File: src/rtl/pipeline_ctrl_pkg.sv
// Shared definitions for the pipeline stall/flush/enable controller:
// state encodings, default drain length and level helpers.
package pipeline_ctrl_pkg;

  typedef enum logic [2:0] {
    S_IDLE      = 3'd0,
    S_RUN       = 3'd1,
    S_STEP_WAIT = 3'd2,
    S_STEP_ADV  = 3'd3,
    S_DRAIN     = 3'd4,
    S_HALTED    = 3'd5
  } state_t;

  localparam int   DEFAULT_DRAIN_CYCLES = 3;

  localparam logic LOW   = 1'b0;
  localparam logic HIGH  = 1'b1;
  localparam logic CLEAR = 1'b0;

endpackage

File: src/rtl/pipeline_ctrl_load_use.sv
// Load-use hazard compare: a load in EX whose destination feeds the instruction in ID.
// Purely combinational so the forwarding unit can share it.
module load_use_detector (
  input  logic       i_ex_mem_read,
  input  logic [4:0] i_ex_rt,
  input  logic [4:0] i_id_rs,
  input  logic [4:0] i_id_rt,
  output logic       o_stall
);

  // $zero is never a real dependency.
  assign o_stall = i_ex_mem_read && (i_ex_rt != 5'd0) &&
                   ((i_ex_rt == i_id_rs) || (i_ex_rt == i_id_rt));

endmodule

File: src/rtl/pipeline_ctrl.sv
// Stall/flush/enable sequencer for the 5-stage pipeline: run, single-step,
// and halt drain. Outputs decode combinationally from state and hazard inputs.
module pipeline_ctrl
  import pipeline_ctrl_pkg::*;
#(
  parameter int DRAIN_CYCLES = DEFAULT_DRAIN_CYCLES,
  parameter int CNT_SIZE     = 2
) (
  input  logic       i_clk,
  input  logic       i_reset,
  input  logic       i_start,
  input  logic       i_mode,
  input  logic       i_step,
  input  logic       i_clear,
  input  logic       i_ex_mem_read,
  input  logic [4:0] i_ex_rt,
  input  logic [4:0] i_id_rs,
  input  logic [4:0] i_id_rt,
  input  logic       i_id_branch_taken,
  input  logic       i_ex_halt,
  output logic       o_pc_enable,
  output logic       o_if_id_enable,
  output logic       o_if_id_flush,
  output logic       o_id_ex_enable,
  output logic       o_id_ex_flush,
  output logic       o_ex_mem_enable,
  output logic       o_mem_wb_enable,
  output logic       o_halted,
  output logic       o_busy
);

  localparam logic [CNT_SIZE-1:0] DRAIN_LOAD = CNT_SIZE'(DRAIN_CYCLES - 1);
  // With a single drain cycle the halt cycle itself is the only EX/MEM advance.
  localparam state_t HALT_NEXT = (DRAIN_CYCLES > 1) ? S_DRAIN : S_HALTED;

  state_t              state;
  logic [CNT_SIZE-1:0] cnt;
  logic                lu_hit;
  logic                advance, halt_fire, stall, branch_flush, cnt_last;

  load_use_detector u_load_use (
    .i_ex_mem_read (i_ex_mem_read),
    .i_ex_rt       (i_ex_rt),
    .i_id_rs       (i_id_rs),
    .i_id_rt       (i_id_rt),
    .o_stall       (lu_hit)
  );

  assign advance      = (state == S_RUN) || (state == S_STEP_ADV);
  assign halt_fire    = advance && i_ex_halt;
  assign stall        = advance && !halt_fire && lu_hit;
  assign branch_flush = advance && !halt_fire && !lu_hit && i_id_branch_taken;
  assign cnt_last     = (cnt == CNT_SIZE'(1)) || (cnt == '0);

  always_ff @(posedge i_clk or posedge i_reset) begin
    if (i_reset) begin
      state <= S_IDLE;
      cnt   <= '0;
    end else begin
      case (state)
        S_IDLE:      if (i_start) state <= i_mode ? S_STEP_WAIT : S_RUN;
        S_RUN: begin
          if (i_ex_halt) begin
            cnt   <= DRAIN_LOAD;
            state <= HALT_NEXT;
          end
        end
        S_STEP_WAIT: if (i_step) state <= S_STEP_ADV;
        S_STEP_ADV: begin
          if (i_ex_halt) begin
            cnt   <= DRAIN_LOAD;
            state <= HALT_NEXT;
          end else begin
            state <= S_STEP_WAIT;
          end
        end
        // Counter reaching zero ends the drain; i_step has no effect here.
        S_DRAIN: begin
          cnt <= cnt - CNT_SIZE'(1);
          if (cnt_last) state <= S_HALTED;
        end
        S_HALTED:    if (i_clear) state <= S_IDLE;
        default:     state <= S_IDLE;
      endcase
    end
  end

  assign o_pc_enable     = advance && !halt_fire && !stall;
  assign o_if_id_enable  = advance && !halt_fire && !stall;
  assign o_if_id_flush   = branch_flush ? HIGH : LOW;
  assign o_id_ex_enable  = advance && !halt_fire;
  assign o_id_ex_flush   = stall ? HIGH : CLEAR;
  assign o_ex_mem_enable = advance || (state == S_DRAIN);
  assign o_mem_wb_enable = advance || (state == S_DRAIN);
  assign o_halted        = (state == S_HALTED);
  assign o_busy          = (state == S_RUN) || (state == S_STEP_WAIT) ||
                           (state == S_STEP_ADV) || (state == S_DRAIN);

endmodule

File: config.mk
export PLATFORM = sky130hd
export DESIGN_NAME = pipeline_ctrl
export DESIGN_NICKNAME = d
export VERILOG_FILES = /design/src/rtl/pipeline_ctrl_pkg.sv /design/src/rtl/pipeline_ctrl_load_use.sv /design/src/rtl/pipeline_ctrl.sv
export SDC_FILE = /design/constraint.sdc
export NUM_CORES = 1
export LEC_CHECK = 0
export ABC_AREA = 1
export ABC_CLOCK_PERIOD_IN_PS = 1230
export CAP_MARGIN = 20
export CORE_UTILIZATION = 35
export DETAILED_ROUTE_END_ITERATION = 7
export PLACE_DENSITY = 0.75
export RECOVER_POWER = 100
export REMOVE_ABC_BUFFERS = 1
export SLEW_MARGIN = 10
export SYNTH_ARGS = -nofsm -noshare
export SYNTH_HDL_FRONTEND = slang
export SYNTH_SLANG_ARGS = --single-unit
File: constraint.sdc
create_clock -name i_clk -period 1.23 [get_ports i_clk]
set_input_delay 0.246 -clock i_clk [delete_from_list [all_inputs] [get_ports i_clk]]
set_output_delay 0.246 -clock i_clk [all_outputs]
set_load 0.02 [all_outputs]
==> impl_metrics.ini <==
[floorplanning]
num_io_pins = 33
die_h_um = 45.0
start_util_pct = 37.5
die_area_sq_um = 2030
num_rows = 15
coreArea_sq_um = 1730
die_width_um = 45.0

[sta]
holdWs_ns = 0.331
setup_tns_ns = -4.88
hold_viol = 0
maxSlewViolCount = 0
setup_violations = 14
fin_ws_ns = -0.437
fin_skew_ns = 0.00171
rsz0062_at_grt = true
min_period_ns = 1.67
worst_pin_slew_ns = 0.368
maxSlewHeadroom_pct = 75.2
period_share_pct = 136
clock.fmax_ghz = 0.600

[power]
ir_worst_vdd_uv = 1550
p_leak_uw = 0.000728
power_density_nw_per_um2 = 2010

[synth]
synth.avg_cell_area_sq_um = 5.64
ys_types = 22
netlist.top_cell.by_area = nand2_1
synth.most_common_cell = nand2_1
yosys_warnings = 0
synthCells = 115
async_flop_share_pct = 100
synth_edf_count = 0
synthFlopType = dfrtp_1
ys_seq_elements = 5
yosysTopAreaCellShare_pct = 20.8
synthesis.area_sq_um = 648
ys_seq_area_share_pct = 19.3
synthTopCellsByCount = nand2_1 (36), inv_1 (28), nor2_1 (10), nand3_1 (6), o21ai_0 (6)
synth_area_leaders = nand2_1 (21%), dfrtp_1 (19%), inv_1 (16%)

[setup_path]
crit_type = reg -> out
cp_max_fo = 4
worst_setup_path_end_kind = output pin
r2r_slack_ns = -0.39
worst_ep_required_time_ns = 0.98
r2r_cells = 11
critPathArrivalTime_ns = 1.42
r2r-start = state[1]
worstReg2RegEnd = state[2]
worst_setup_path_start_kind = flop

[placed_design]
post_dp_cell_area_sq_um = 1100
numPortBuffers = 32
gp_congestion = 0.752
dp_cells = 185
dpl.hpwl_um = 1420

[global_routing]
grt_pass1_vias = 777
grt_max_degree = 7
grt_pass1_wl_um = 3170
grt_use_total_pct = 21.9
antenna_found_initial = 0
overflow = 0

[final_layout]
final_cell_count_no_fill = 197
drive_gt1_share_pct = 37.2
seq_area_sq_um = 128
final_area_sq_um = 1280
diodes = 0
syn_to_final_growth_pct = 97.3
nFillCells = 137
nNetsFinal = 199
multiInputGateArea_sq_um = 490

[routing]
drt_iter0_drc = 16
wl_per_cell_um = 11.7
via_per_inst = 4.54
ant_nets = 0
drc = 0
first_pass_iters = 4
wl_um = 2310
via_count = 894

[clocking]
cts_buffers = 3
clkLatencyLatePin_ns = 0.24
clkTransAtPathRegs_ns = 0.04
clock-sinks = 5
htreeDepth = 1
cts_tree = yes
clockBufferDepth = 2
cts-root-buf = clkbuf_4

[hold_path]
hp-class = in -> async

[outcome]
violations = negative setup slack
outcome = finished, violations left

[job]
cap_violations = 0
-- what timing repair did --
action                                  CTS  global route
hold buffers                              0             0
pin swaps                                11             5
setup buffers                             8             4
resized for setup                        79            18
endpoints found under the setup margin   14            14
-- registers in the layout (all words and copies together), names as in the netlist --
register,cells
state,3
cnt,2
-- where the power goes --
group	internal, uW	switching, uW	leakage, uW
Combinational	979	1050	0.000655
Sequential	246	106	0.0000587
Clock	122	59.6	0.0000150
-- cell families after synthesis --
logic type	Yosys count	synth area share [%]
simple gates	62	44.0
buf+inv	33	20.3
compound gates	11	9.85
flops	5	19.3
xor+xnor	2	2.70
fa+ha+maj	2	3.86
-- cell type report --
type                            count  area share, %
Clock buffer                        4           2.05
Inverter                           31           9.10
Multi-Input combinational cell     77           38.4
Sequential cell                     5           9.98
Tap cell                           25           2.45
Timing Repair Buffer               55           38.1
-- how the worst max path moves through the flow --
stage | start | to | slack, ns
after CTS | state[2] | o_if_id_flush | -0.37
after global placement | i_ex_rt[0] | o_id_ex_flush | -0.94
after floorplan | state[2] | o_if_id_flush | -0.33
after global routing | state[1] | o_if_id_flush | -0.54
after detailed placement | i_ex_rt[0] | o_id_ex_flush | -0.95
final | state[2] | o_if_id_flush | -0.44
-- routing by layer --
metal / part of all wire, % / vias up / track usage [%]
met5: 0 / - / 0
met1: 39 / 398 / 28.5
met3: 5.9 / 4 / 2.80
li1: - / 458 / -
met4: 1.6 / 0 / 10.9
met2: 53 / 34 / 35.4
-- placed cells by master (no fill, tap or decap), drive strengths merged, types with 3 or more instances in the layout --
| cell | instances |
|---|---|
| nor2 | 13 |
| buf | 32 |
| inv | 31 |
| clkbuf | 4 |
| clkdlybuf4s50 | 7 |
| nand4 | 3 |
| o21ai | 8 |
| dfrtp | 5 |
| nand3 | 7 |
| nand2 | 37 |
| dlygate4sd2 | 15 |
-- per-stage QoR --
step / setup slack (ns) / power, uW / util (%)
floorplan: -0.331 / 1060 / -
global placement: -0.945 / 1700 / 63.6
detailed placement: -0.946 / 1740 / 63.6
CTS: -0.374 / 2210 / 69.3
global route: -0.536 / 2750 / 74.1
finish: -0.437 / 2570 / 74.1
-- worst max-delay path: stages (launching register included) --
cell	delay (ns)
dfrtp_2	0.44
inv_2	0.11
nand3_4	0.09
nand2_4	0.09
inv_2	0.05
nor2_4	0.10
nand2_2	0.07
nor2_1	0.08
buf_4	0.14
(Power assumes the default switching activity.)
